`config.mk`:
```
export PLATFORM = sky130hd
export DESIGN_NAME = vec_dot_accum
export DESIGN_NICKNAME = d
export VERILOG_FILES = /design/src/rtl/vec_dot_pkg.sv /design/src/rtl/vec_dot_accum_psum.sv /design/src/rtl/vec_dot_accum.sv
export SDC_FILE = /design/constraint.sdc
export NUM_CORES = 1
export LEC_CHECK = 0
export ABC_CLOCK_PERIOD_IN_PS = 4450
export CAP_MARGIN = 15
export CORE_ASPECT_RATIO = 1.1
export CORE_UTILIZATION = 45
export DETAILED_ROUTE_END_ITERATION = 16
export GPL_ROUTABILITY_DRIVEN = 1
export SETUP_SLACK_MARGIN = 0.02
export SYNTH_ARGS = -nofsm -noshare
export SYNTH_HDL_FRONTEND = slang
export SYNTH_SLANG_ARGS = --single-unit
export TNS_END_PERCENT = 5
```
`constraint.sdc`:
```
create_clock -name clk -period 4.45 [get_ports clk]
set_input_delay 0.89 -clock clk [delete_from_list [all_inputs] [get_ports clk]]
set_output_delay 0.89 -clock clk [all_outputs]
set_load 0.01 [all_outputs]
```
`src/rtl/vec_dot_pkg.sv`:
```
// vec_dot_pkg: shared types, constants and the output saturation helper
// for the vec_dot_accum streaming dot-product accumulator.
//   state_t    : FSM encoding (ACC, FLUSH, RESULT)
//   OUT_W      : result width (16)
//   SAT_MAX/MIN: signed 16-bit saturation limits
//   sat_clamp(): clamps a wide signed value to OUT_W bits and flags clamping
package vec_dot_pkg;

    typedef enum logic [1:0] {
        ACC,
        FLUSH,
        RESULT
    } state_t;

    localparam int OUT_W   = 16;
    localparam int SAT_MAX = 32767;
    localparam int SAT_MIN = -32768;

    typedef struct packed {
        logic signed [OUT_W-1:0] data;
        logic                    sat;
    } sat_res_t;

    // Callers sign-extend their value to 64 bits before calling.
    function automatic sat_res_t sat_clamp(input logic signed [63:0] v);
        sat_res_t r;
        if (v > 64'(SAT_MAX)) begin
            r.data = OUT_W'(SAT_MAX);
            r.sat  = 1'b1;
        end else if (v < 64'(SAT_MIN)) begin
            r.data = OUT_W'(SAT_MIN);
            r.sat  = 1'b1;
        end else begin
            r.data = v[OUT_W-1:0];
            r.sat  = 1'b0;
        end
        return r;
    endfunction

endpackage

```
`src/rtl/vec_dot_accum_psum.sv`:
```
// vec_dot_psum: lane multipliers, adder tree and the registered beat sum.
// Ports:
//   clk, rst_n      : clock, asynchronous active-low reset
//   beat_acc        : a beat is accepted this cycle
//   in_a, in_b      : LANES packed signed DATA_W operands
//   psum_reg        : registered sum of lane products (ACC_W, two's complement)
//   psum_v          : psum_reg holds the sum of a beat accepted last cycle
module vec_dot_psum #(
    parameter int DATA_W = 8,
    parameter int LANES  = 4,
    parameter int ACC_W  = 24
) (
    input  logic                      clk,
    input  logic                      rst_n,
    input  logic                      beat_acc,
    input  logic [LANES*DATA_W-1:0]   in_a,
    input  logic [LANES*DATA_W-1:0]   in_b,
    output logic [ACC_W-1:0]          psum_reg,
    output logic                      psum_v
);
    import vec_dot_pkg::*;

    localparam int PW = 2 * DATA_W;

    logic signed [DATA_W-1:0] a_l;
    logic signed [DATA_W-1:0] b_l;
    logic signed [PW-1:0]     prod;
    logic signed [ACC_W-1:0]  psum_c;

    always_comb begin
        a_l    = '0;
        b_l    = '0;
        prod   = '0;
        psum_c = '0;
        for (int unsigned i = 0; i < LANES; i++) begin
            a_l    = in_a[i*DATA_W +: DATA_W];
            b_l    = in_b[i*DATA_W +: DATA_W];
            prod   = PW'(a_l) * PW'(b_l);
            psum_c = psum_c + ACC_W'(prod);
        end
    end

    always_ff @(posedge clk or negedge rst_n) begin
        if (!rst_n) begin
            psum_reg <= '0;
            psum_v   <= 1'b0;
        end else begin
            psum_v <= beat_acc;
            if (beat_acc) begin
                psum_reg <= psum_c;
            end
        end
    end

endmodule

```
`src/rtl/vec_dot_accum.sv`:
```
// vec_dot_accum: streaming signed SIMD dot-product accumulator.
// Accumulates LANES products per beat until in_last, then emits one
// shifted, saturated 16-bit result over a valid/ready handshake.
// Ports:
//   clk, rst_n           : clock, asynchronous active-low reset
//   in_valid/in_ready    : input beat handshake
//   in_a, in_b           : packed signed lane operands
//   in_last              : final beat of the vector
//   out_valid/out_ready  : result handshake
//   out_data             : signed 16-bit result
//   out_sat              : result was clamped
// Build option: define VEC_DOT_ROUND_EN to round the output shift half-up
// instead of truncating toward negative infinity.
module vec_dot_accum #(
    parameter int DATA_W    = 8,
    parameter int LANES     = 4,
    parameter int ACC_W     = 24,
    parameter int OUT_SHIFT = 0
) (
    input  logic                     clk,
    input  logic                     rst_n,
    input  logic                     in_valid,
    output logic                     in_ready,
    input  logic [LANES*DATA_W-1:0]  in_a,
    input  logic [LANES*DATA_W-1:0]  in_b,
    input  logic                     in_last,
    output logic                     out_valid,
    input  logic                     out_ready,
    output logic [15:0]              out_data,
    output logic                     out_sat
);
    import vec_dot_pkg::*;

    state_t                  state;
    logic signed [ACC_W-1:0] acc;
    logic [ACC_W-1:0]        psum_reg;
    logic                    psum_v;
    logic                    beat_acc;

    logic signed [ACC_W-1:0] fin;
    logic signed [ACC_W:0]   fin_ext;
    logic signed [ACC_W:0]   rnd;
    logic signed [ACC_W:0]   sh;
    sat_res_t                sat_r;

    // in_ready is a registered copy of (state == ACC).
    assign beat_acc = in_valid && in_ready;

    vec_dot_psum #(
        .DATA_W (DATA_W),
        .LANES  (LANES),
        .ACC_W  (ACC_W)
    ) u_psum (
        .clk      (clk),
        .rst_n    (rst_n),
        .beat_acc (beat_acc),
        .in_a     (in_a),
        .in_b     (in_b),
        .psum_reg (psum_reg),
        .psum_v   (psum_v)
    );

`ifdef VEC_DOT_ROUND_EN
    // Half of one output LSB; zero when OUT_SHIFT is 0.
    localparam logic signed [ACC_W:0] RND_ADD = ((ACC_W+1)'(1) << OUT_SHIFT) >> 1;
`endif

    // Final value folds in the last beat's sum still sitting in psum_reg;
    // the shift runs one bit wider so rounding can never wrap.
    always_comb begin
        fin     = acc + (psum_v ? psum_reg : '0);
        fin_ext = {fin[ACC_W-1], fin};
`ifdef VEC_DOT_ROUND_EN
        rnd     = fin_ext + RND_ADD;
`else
        rnd     = fin_ext;
`endif
        sh      = rnd >>> OUT_SHIFT;
        sat_r   = sat_clamp(64'(sh));
    end

    always_ff @(posedge clk or negedge rst_n) begin
        if (!rst_n) begin
            state     <= ACC;
            acc       <= '0;
            in_ready  <= 1'b1;
            out_valid <= 1'b0;
            out_data  <= '0;
            out_sat   <= 1'b0;
        end else begin
            case (state)
                ACC: begin
                    if (psum_v) begin
                        acc <= acc + psum_reg;
                    end
                    if (beat_acc && in_last) begin
                        state    <= FLUSH;
                        in_ready <= 1'b0;
                    end
                end
                FLUSH: begin
                    out_data  <= sat_r.data;
                    out_sat   <= sat_r.sat;
                    out_valid <= 1'b1;
                    state     <= RESULT;
                end
                RESULT: begin
                    if (out_ready) begin
                        acc       <= '0;
                        out_valid <= 1'b0;
                        in_ready  <= 1'b1;
                        state     <= ACC;
                    end
                end
                default: begin
                    state    <= ACC;
                    in_ready <= 1'b1;
                end
            endcase
        end
    end

endmodule

```
==> results of run 1 <==
[synth_stat cells (4+ instances only)]
master | count | area, sq um
sky130_fd_sc_hd__nand2b_1 | 20 | 125.1
sky130_fd_sc_hd__nand4_1 | 6 | 37.54
sky130_fd_sc_hd__xnor2_1 | 41 | 359.1
sky130_fd_sc_hd__clkbuf_1 | 19 | 71.32
sky130_fd_sc_hd__o211ai_1 | 5 | 37.54
sky130_fd_sc_hd__o31ai_1 | 4 | 30.03
sky130_fd_sc_hd__inv_1 | 379 | 1423
sky130_fd_sc_hd__nand2_1 | 168 | 630.6
sky130_fd_sc_hd__and3_1 | 9 | 56.30
sky130_fd_sc_hd__a21o_1 | 37 | 277.8
sky130_fd_sc_hd__a211oi_1 | 5 | 37.54
sky130_fd_sc_hd__xor2_1 | 33 | 289.0
sky130_fd_sc_hd__or3_1 | 7 | 43.79
sky130_fd_sc_hd__a211o_1 | 6 | 52.55
sky130_fd_sc_hd__a21oi_1 | 53 | 265.3
sky130_fd_sc_hd__fa_1 | 324 | 6486
sky130_fd_sc_hd__dfrtp_1 | 69 | 1727
sky130_fd_sc_hd__mux2_2 | 6 | 67.56
sky130_fd_sc_hd__a21oi_2 | 9 | 78.83
sky130_fd_sc_hd__and2_1 | 156 | 975.9
sky130_fd_sc_hd__nand3_1 | 18 | 90.09
sky130_fd_sc_hd__a31o_2 | 4 | 35.03
sky130_fd_sc_hd__or2_2 | 4 | 25.02
sky130_fd_sc_hd__nor3_1 | 18 | 90.09
sky130_fd_sc_hd__nor2_1 | 75 | 281.5
sky130_fd_sc_hd__nor2b_1 | 10 | 62.56
sky130_fd_sc_hd__a31oi_1 | 6 | 37.54
sky130_fd_sc_hd__o21a_1 | 9 | 67.56
sky130_fd_sc_hd__o21bai_1 | 7 | 52.55
sky130_fd_sc_hd__o21ai_0 | 67 | 335.3
sky130_fd_sc_hd__ha_1 | 168 | 2102
[layout by cell type (no fill, tap or decap), types with 7 or more instances in the layout]
cell type / count
sky130_fd_sc_hd__o21bai_1: 7
sky130_fd_sc_hd__a21oi_2: 22
sky130_fd_sc_hd__buf_4: 216
sky130_fd_sc_hd__nand3_1: 18
sky130_fd_sc_hd__ha_4: 26
sky130_fd_sc_hd__clkdlybuf4s15_2: 14
sky130_fd_sc_hd__dlygate4sd2_1: 7
sky130_fd_sc_hd__nor2_1: 69
sky130_fd_sc_hd__o21a_1: 9
sky130_fd_sc_hd__buf_6: 15
sky130_fd_sc_hd__o21ai_1: 7
sky130_fd_sc_hd__nand2_1: 164
sky130_fd_sc_hd__and2_1: 147
sky130_fd_sc_hd__xor2_1: 33
sky130_fd_sc_hd__a21o_1: 37
sky130_fd_sc_hd__xnor2_1: 36
sky130_fd_sc_hd__o21ai_2: 10
sky130_fd_sc_hd__a21oi_1: 39
sky130_fd_sc_hd__ha_1: 140
sky130_fd_sc_hd__and3_1: 9
sky130_fd_sc_hd__o21ai_0: 52
sky130_fd_sc_hd__inv_1: 369
sky130_fd_sc_hd__nand2b_1: 20
sky130_fd_sc_hd__inv_2: 9
sky130_fd_sc_hd__fa_1: 318
sky130_fd_sc_hd__and2_4: 8
sky130_fd_sc_hd__nor2b_1: 9
sky130_fd_sc_hd__clkbuf_16: 9
sky130_fd_sc_hd__clkdlybuf4s50_1: 38
sky130_fd_sc_hd__buf_2: 16
sky130_fd_sc_hd__nor3_1: 16
sky130_fd_sc_hd__dfrtp_1: 69
sky130_fd_sc_hd__or3_1: 7
[through the flow]
step	setup TNS, ns	hold WS, ns	area (sq um)	utilization [%]	setup slack, ns
after floorplan	-95.22	0.4678	16850	-	-5.311
after global placement	-116.51	0.4965	19840	54.58	-6.307
after detailed placement	-119.38	0.5031	19840	54.58	-6.540
after CTS	-98.85	0.5174	20730	57.03	-5.433
after global routing	-103.64	0.5411	20780	57.16	-5.771
final	-97.41	0.5093	20780	57.16	-5.476
[what timing repair did]
| action | 4_1_cts | 5_1_grt |
|---|---|---|
| buffers inserted | 13 | 1 |
| setup endpoints to repair | 22 | 22 |
| gates resized for setup | 258 | 18 |
| pin swaps | 131 | 46 |
[final cells by class]
cell class | instances | area (sq um) | area share, %
clock buffers | 10 | 229.0 | 1.102
clock inverters | 6 | 111.4 | 0.5359
inverters | 381 | 1438 | 6.919
multi-input cells | 1318 | 14040 | 67.59
flip-flops and latches | 70 | 1753 | 8.436
well taps | 487 | 609.3 | 2.932
repair buffers | 317 | 2595 | 12.49
[cell families (layout without fill, tap and decap cells)]
family / after synthesis / count (layout) / synth area share [%]
AOI/OAI and AO/OA: 242 / 242 / 9.558
xor gates and xnor gates: 74 / 74 / 3.874
adders and majority gates: 492 / 492 / 51.33
buffers and inverters: 404 / 714 / 9.184
DFF: 70 / 70 / 10.48
muxes: 9 / 9 / 0.5833
and+or+nand+nor: 501 / 501 / 14.99
[critical path: cells and delay by family]
family                   cells  cell delay, ns
AO/OA/AOI/OAI                4            1.01
XOR/XNOR                     1            0.10
AND/OR/NAND/NOR              5            0.93
buffers and inverters        9            0.99
adder cells (fa/ha/maj)     14            6.21
[worst max-delay path by stage]
stage | slack (ns) | cells past startpoint | to
detailed placement | -6.54 | 36 | u_psum.psum_reg[23]
floorplan | -5.31 | 37 | u_psum.psum_reg[23]
finish | -5.48 | 33 | u_psum.psum_reg[23]
global placement | -6.31 | 35 | u_psum.psum_reg[23]
CTS | -5.43 | 35 | u_psum.psum_reg[21]
global route | -5.77 | 37 | u_psum.psum_reg[20]
[routing by layer]
layer / vias up / global-route usage (%) / wire length, um
li1: 6208 / - / -
met1: 6330 / 24.46 / 15400
met2: 168 / 44.38 / 22140
met3: 56 / 1.390 / 601
met4: 0 / 7.143 / 1000
met5: - / 0 / 0
==> parameters.txt, run 1 <==
Parameter                              Value

Min path
  Cell depth of the worst hold path    2
  Hold EP    u_psum.psum_reg[14]
  Hold_sp    u_psum.psum_reg[14]
  Worst min-delay path category    reg2reg

Timing
  Final-report setup violation count    22
  Unrepaired setup endpoints after global routing    yes
  Final number of hold-violating endpoints    0
  Post-layout min period    9.926 ns
  Part of the cycle the worst path needs    223.1%
  Clock skew    between 0.01 and 0.015 ns
  Final-report max-slew violation count    0
  Final WS setup    -5.476 ns
  Transition at the pin with the smallest max-transition slack    around 0.8 ns
  Remaining max-slew budget at the tightest pin    between 40% and 50%
  Highest attainable clock frequency    just over 100 MHz

Clock tree
  Hold buffer count at CTS    0
  Maximum level of the CTS H-tree    3
  Clock tree root driver cell    sky130_fd_sc_hd__clkbuf_16
  Clock Latency Late Sink    approximately 0.34 ns
  Sink count of the clock tree    70
  Clock-pin transition on the worst setup and hold timing paths    ~0.05 ns
  Maximum number of buffers from clock root to sink    2
  TritonCTS clock tree    built
  Cts bufs inserted    9

Global routing
  Largest net degree at the start of global routing    49
  Global-route wire length before repair    66470 um
  Vias in the first global route    between 10k and 15k
  Remaining global-route overflow    0
  GRT Util Overall    between 20% and 30%
  Antenna violations before repair    0

Place
  Detail Placement HPWL    35290 um
  Total of buffers placed on input and output ports    between 80 and 90
  Global placer's final weighted congestion    slightly below 0.9
  Post-Place Cells    2559

Logic synthesis
  Number of enable flip-flop cells after synthesis    0
  Total of warnings raised by yosys    0
  Async set-reset flop share out of synthesis    100.0%
  Count of mapped cells out of synthesis    approximately 1.8k
  Predominant post-synthesis flop cell    sky130_fd_sc_hd__dfrtp_1
  Sequential area share after synthesis    between 10% and 20%
  Number of distinct library cell variants in the gate-level netlist after synthesis    between 60 and 70
  Synthesized cell area    16730 sq um
  Mapped Avg Cell Area    9.336 sq um
  Number of register bits inferred by synthesis    70
  Syn nets    approximately 2.4k

Cells and area
  Count of inserted antenna diode cells    0
  Final-stage net count    between 2k and 3k
  Area growth syn-to-layout    24.20%
  Post-Layout Cell Count    around 2.6k
  Fraction of layout cells with a size suffix above 1    19.46%
  Layout fillers    3315

Setup path
  Cell with the largest stage delay on the worst path    sky130_fd_sc_hd__fa_2
  Worst-case register-to-register setup slack    ~0.63 ns
  Count of cells along the worst register-to-register path    14
  CP Data Arrival Time    between 10 and 15 ns
  Data required time at the worst endpoint    between 4 and 5 ns
  Startpoint of the lowest-slack register-to-register path    u_psum.psum_v
  Type of element capturing the critical path    flop
  Dominant cell type by count on the critical path    sky130_fd_sc_hd__fa_1
  CP startpoint kind    input port
  Top fanout value on the critical path    5
  Critical path class    in2reg
  Startpoint of the most critical setup path    in_a[7]
  Maximum single-stage delay on the critical path    ~0.56 ns
  Worst flop-to-flop path endpoint    out_data[3]

Detailed routing
  Average via count per standard cell    between 4 and 5
  Antenna-violating nets left    0
  Vias    between 10k and 15k
  Starting DRT DRC Count    around 400
  Final routed wire length divided by cell count    approximately 15 um
  Number of remaining DRC errors    0
  Total wire length after detailed routing    39140 um
  Number of detailed-routing iterations run before antenna repair    5

Floorplan
  Total Die Area    approximately 38000 sq um
  Std cell rows    73
  Area of the core    36350 sq um
  Die span in x    185.8 um
  Boundary Pins    between 80 and 90
  Initial core utilization    a little under half
  Height of the die    just over 200 um

Run status
  Status    complete, but fails checks
  Violated checks    setup timing

Run
  Max-cap violations    0
Power of run 1 is left out: the tool's default activity adds up to more than one toggle a clock period on the data nets, which glitch-free logic cannot reach.
==> inputs of run 2 (changes only) <==
- GPL_ROUTABILITY_DRIVEN: 1 -> unset
- GPL_TIMING_DRIVEN: unset -> 0
- SLEW_MARGIN: unset -> 10
==> run 2 against run 1 <==
Net effect: the run still ends with setup timing left; worst setup slack worse by 0.13 ns; clock skew about the same; count of clock-buffer cells in the layout up 2; highest routed layer is now met5; register-to-register slack lost 0.24 ns; critical path type unchanged; cell count is 7.5% lower; final area shrank 8.6%; largest cell class unchanged; first-iteration DRC count down 16%; routed wire length down 6.4%.
==> parameters.txt, run 2 (synthesis gave the netlist of run 1 again) <==
Parameter                              Value

Run status
  Status    complete, but fails checks
  Violated checks    setup timing

Timing
  Final-report max-slew violation count    0 (unchanged)
  Part of the cycle the worst path needs    225.9% (+2.9 points)
  Highest attainable clock frequency    99.46 MHz (-1.3%)
  Clock skew    0.009686 ns (-0.0003256 ns)
  Final number of hold-violating endpoints    0 (unchanged)
  Unrepaired setup endpoints after global routing    yes
  Worst hold margin    0.4244 ns (-0.08499 ns)
  Transition at the pin with the smallest max-transition slack    0.7494 ns (-0.05619 ns)
  Total negative slack for setup checks    -98.31 ns (-0.8999 ns)
  Final-report setup violation count    22 (unchanged)
  Remaining max-slew budget at the tightest pin    49.92% (+4.3 points)
  Post-layout min period    10.05 ns (+0.1280 ns)
  Final WS setup    -5.604 ns (-0.1280 ns)

Global routing
  Global-route wire length before repair    63540 um (-4.4%)
  Remaining global-route overflow    0 (unchanged)
  Vias in the first global route    13.34k (-5.6%)
  Largest net degree at the start of global routing    54 (+10%)
  Antenna violations before repair    1 (+1)
  GRT Util Overall    21.06% (-1.2 points)

Setup path
  Cell with the largest stage delay on the worst path    sky130_fd_sc_hd__fa_2
  Type of element capturing the critical path    flop
  Count of cells along the worst register-to-register path    14 (unchanged)
  Data required time at the worst endpoint    4.67 ns (about the same)
  CP startpoint kind    input port
  Maximum single-stage delay on the critical path    0.69 ns (+0.13 ns)
  Critical path class    in2reg
  Top fanout value on the critical path    8 (+3)
  Dominant cell type by count on the critical path    sky130_fd_sc_hd__fa_1
  CP Data Arrival Time    10.27 ns (+0.13 ns)
  Startpoint of the most critical setup path    in_a[7]
  Startpoint of the lowest-slack register-to-register path    u_psum.psum_v

Floorplan
  Total Die Area    37950 sq um (unchanged)
  Std cell rows    73 (unchanged)
  Area of the core    36350 sq um (unchanged)
  Boundary Pins    88 (unchanged)
  Initial core utilization    46.02% (unchanged)
  Die span in x    185.8 um (unchanged)
  Height of the die    204.2 um (unchanged)

Cells and area
  Most common library cell in the layout ignoring fill and taps    sky130_fd_sc_hd__inv_1
  Final-stage net count    2463 (-7.3%)
  Area taken by multi-input logic gates    13870 sq um (-1.2%)
  Most frequent cells in the layout    sky130_fd_sc_hd__inv_1 (376), sky130_fd_sc_hd__fa_1 (319), sky130_fd_sc_hd__nand2_1 (167)
  Area growth syn-to-layout    13.53%
  Sequential cell area    1753 sq um (unchanged)
  Count of inserted antenna diode cells    0 (unchanged)
  Fraction of layout cells with a size suffix above 1    8.705% (-11 points)
  Layout fillers    3480 (+5.0%)
  Final cell area excluding filler cells    18990 sq um (-8.6%)

Min path
  Worst min-delay path category    in2async

Clock tree
  Hold buffer count at CTS    0 (unchanged)
  Cts bufs inserted    9 (unchanged)
  Sink count of the clock tree    70 (unchanged)
  Clock-pin transition on the worst setup and hold timing paths    0.06 ns (about the same)
  Clock Latency Late Sink    0.34 ns (about the same)
  Clock tree root driver cell    sky130_fd_sc_hd__clkbuf_16
  TritonCTS clock tree    built
  Maximum number of buffers from clock root to sink    2 (unchanged)
  Maximum level of the CTS H-tree    3 (unchanged)

Detailed routing
  Final routed wire length divided by cell count    15.30 um (+1.2%)
  Average via count per standard cell    5.033 (+2.1%)
  Antenna-violating nets left    0 (unchanged)
  Starting DRT DRC Count    335 (-16%)
  Vias    12.05k (-5.6%)
  Number of detailed-routing iterations run before antenna repair    5 (unchanged)
  Number of remaining DRC errors    0 (unchanged)
  Total wire length after detailed routing    36630 um (-6.4%)

Place
  Placement Cell Area    18350 sq um (-7.5%)
  Detail Placement HPWL    32920 um (-6.7%)
  Total of buffers placed on input and output ports    86 (-1.1%)
  Worst slack, placed    -6.799 ns (-0.2595 ns)
  Global placer's final weighted congestion    0.9155 (+3.8%)

Run
  Max-cap violations    0 (unchanged)
==> run 2: worst paths after layout <==
check | to | slack (ns)
hold / removal | out_data[11] | 0.42
hold reg to reg | out_data[8] | 0.51
setup reg to reg | out_sat | 0.39
setup / recovery | u_psum.psum_reg[23] | -5.60
min in group clk | out_data[8] | 0.51
max in group asynchronous | in_ready | 3.45
==> run 2: metal layers <==
metal	vias up	global-route usage, %	wire length (um)
met3	51	1.336	792
met4	2	5.474	691
met1	6011	23.66	14500
met2	176	42.03	20630
met5	-	0	12
li1	5810	-	-
==> run 2: worst max-delay path, delay by kind of cell <==
kind | cells | cell delay (ns)
AOI/OAI and AO/OA | 5 | 1.01
buffers and inverters | 8 | 0.75
and+or+nand+nor | 5 | 0.85
xor gates and xnor gates | 1 | 0.25
adders and majority gates | 14 | 6.51
==> run 2: area by class of cell <==
class / count / share of cell area (%)
Buffer: 23 / 0.5599
Clock buffer: 12 / 1.350
Clock inverter: 4 / 0.3689
Inverter: 381 / 7.576
Multi-Input combinational cell: 1318 / 73.02
Sequential cell: 70 / 9.229
Tap cell: 487 / 3.208
Timing Repair Buffer: 99 / 4.690
==> run 2: repair_timing <==
item,4_1_cts,5_1_grt
pin swaps,26,21
setup buffers,12,0
gates resized for setup,213,26
endpoints found under the setup margin,22,32
==> run 2: per-stage QoR <==
stage	util [%]	std cells
floorplan	-	1792
global placement	50.40	2365
detailed placement	50.46	2366
CTS	51.87	2394
global route	52.25	2394
finish	52.25	2394
Power of run 2 is left out for the same reason.
==> inputs of run 3 (changes only) <==
- REMOVE_ABC_BUFFERS: unset -> 1
- SKIP_LAST_GASP: unset -> 1
==> run 3 against run 2 <==
Net effect: the run still ends with setup timing left; critical path depth up 4; clock skew down 0.0015 ns; final area up 0.13%; worst setup slack better by 0.022 ns; flip-flop and latch count is the same; non-clock buffer count is 11 lower; die area stayed put; register-to-register slack got worse by 0.48 ns.
==> parameters.txt, run 3 (synthesis gave the netlist of run 1 again) <==
Parameter                              Value

Place
  Total of buffers placed on input and output ports    87 (+1.2%)
  Global placer's final weighted congestion    0.8688 (-5.1%)
  Placement Cell Area    18140 sq um (-1.1%)
  Worst slack, placed    -7.438 ns (-0.6388 ns)
  Detail Placement HPWL    31770 um (-3.5%)

Clock tree
  Clock-pin transition on the worst setup and hold timing paths    0.06 ns (about the same)
  Clock tree root driver cell    sky130_fd_sc_hd__clkbuf_16
  Cts bufs inserted    9 (unchanged)
  Clock Latency Late Sink    0.34 ns (about the same)
  Sink count of the clock tree    70 (unchanged)
  Maximum level of the CTS H-tree    3 (unchanged)
  TritonCTS clock tree    built
  Maximum number of buffers from clock root to sink    2 (unchanged)

Cells and area
  Sequential cell area    1753 sq um (unchanged)
  Final-stage net count    2452 (-0.45%)
  Most common library cell in the layout ignoring fill and taps    sky130_fd_sc_hd__inv_1
  Fraction of layout cells with a size suffix above 1    9.230% (+0.53 points)
  Most frequent cells in the layout    sky130_fd_sc_hd__inv_1 (373), sky130_fd_sc_hd__fa_1 (319), sky130_fd_sc_hd__nand2_1 (163)
  Area growth syn-to-layout    13.68%
  Layout fillers    3462 (-0.52%)
  Final cell area excluding filler cells    19020 sq um (+0.13%)
  Area taken by multi-input logic gates    13810 sq um (-0.40%)
  Count of inserted antenna diode cells    0 (unchanged)

Detailed routing
  Total wire length after detailed routing    35700 um (-2.5%)
  Vias    11.89k (-1.3%)
  Starting DRT DRC Count    349 (+4.2%)
  Number of detailed-routing iterations run before antenna repair    4 (-1)
  Number of remaining DRC errors    0 (unchanged)
  Antenna-violating nets left    0 (unchanged)
  Final routed wire length divided by cell count    14.98 um (-2.1%)
  Average via count per standard cell    4.989 (-0.88%)

Setup path
  Data required time at the worst endpoint    4.67 ns (about the same)
  CP startpoint kind    input port
  Critical path class    in2reg
  Dominant cell type by count on the critical path    sky130_fd_sc_hd__fa_1
  Maximum single-stage delay on the critical path    0.57 ns (-0.12 ns)
  Type of element capturing the critical path    flop
  Top fanout value on the critical path    8 (unchanged)
  Worst-case register-to-register setup slack    -0.09 ns (-0.48 ns)
  CP Data Arrival Time    10.25 ns (-0.02 ns)
  Cell with the largest stage delay on the worst path    sky130_fd_sc_hd__fa_1

Floorplan
  Initial core utilization    46.02% (unchanged)
  Height of the die    204.2 um (unchanged)
  Area of the core    36350 sq um (unchanged)
  Die span in x    185.8 um (unchanged)
  Std cell rows    73 (unchanged)
  Total Die Area    37950 sq um (unchanged)
  Boundary Pins    88 (unchanged)

Timing
  Part of the cycle the worst path needs    225.4% (-0.49 points)
  Unrepaired setup endpoints after global routing    yes
  Total negative slack for setup checks    -100.86 ns (-2.544 ns)
  Post-layout min period    10.03 ns (-0.02202 ns)
  Final-report max-slew violation count    0 (unchanged)
  Clock skew    0.008221 ns (-0.001464 ns)
  Remaining max-slew budget at the tightest pin    42.08% (-7.8 points)
  Transition at the pin with the smallest max-transition slack    0.8658 ns (+0.1164 ns)
  Final number of hold-violating endpoints    0 (unchanged)
  Highest attainable clock frequency    99.68 MHz (+0.22%)
  Final-report setup violation count    38 (+73%)
  Worst hold margin    0.4217 ns (-0.002611 ns)
  Final WS setup    -5.582 ns (+0.02202 ns)

Global routing
  Vias in the first global route    13.20k (-1.1%)
  GRT Util Overall    20.58% (-0.48 points)
  Remaining global-route overflow    0 (unchanged)
  Antenna violations before repair    0 (-1)
  Largest net degree at the start of global routing    54 (unchanged)
  Global-route wire length before repair    62500 um (-1.6%)

Min path
  Worst min-delay path category    in2async

Run
  Max-cap violations    0 (unchanged)

Run status
  Status    complete, but fails checks
  Violated checks    setup timing
## run 3: cell count changes in the layout (fill, tap and decap cells not counted), sizes merged
cell / delta
clkinv: -2
clkbuf: -10
clkinvlp: +3
dlygate4sd2: -4
clkdlybuf4s18: +1
buf: +4
clkdlybuf4s50: +1
clkdlybuf4s15: -4
## run 3: worst max-delay path: cells and delay by family
| family | cells | cell delay (ns) |
|---|---|---|
| buf+inv | 7 | 0.53 |
| compound gates | 8 | 1.46 |
| fa+ha+maj | 14 | 6.34 |
| xor+xnor | 1 | 0.18 |
| simple gates | 7 | 0.81 |
## run 3: stage by stage
stage | util (%) | std cells
4_1_cts | 52.10 | 2380
2_1_floorplan | - | 1769
5_1_grt | 52.32 | 2383
3_5_place_dp | 49.89 | 2345
6_report | 52.32 | 2383
3_3_place_gp | 49.80 | 2343
## run 3: path summary, 6_finish.rpt
check                                   start             endpoint  cells past startpoint
worst min-delay path                    rst_n         out_data[11]                      1
worst max register to register  u_psum.psum_v          out_data[1]                     13
worst min register to register    out_data[5]          out_data[5]                      2
worst max-delay path                  in_b[0]  u_psum.psum_reg[23]                     37
min in group clk                  out_data[5]          out_data[5]                      2
max in group asynchronous               rst_n             in_ready                      2
## run 3: area by class of cell
cell class | count | share of cell area, %
clock buffers | 11 | 1.276
flip-flops and latches | 70 | 9.217
clock inverters | 5 | 0.4342
multi-input cells | 1318 | 72.63
repair buffers | 111 | 5.671
inverters | 381 | 7.566
well taps | 487 | 3.204
## run 3: timing repair
action	CTS	global route
endpoints found under the setup margin	38	38
cloned	0	0
buffers inserted	19	2
hold buffers	0	0
gates resized for setup	264	42
pin swaps	58	51
## run 3: per-layer routing
layer	track usage, %	part of all wire [%]
met1	23.71	41
met3	1.087	1.6
met5	0	0
met2	40.49	56
met4	5.504	1.9
Power of run 3 is left out for the same reason.
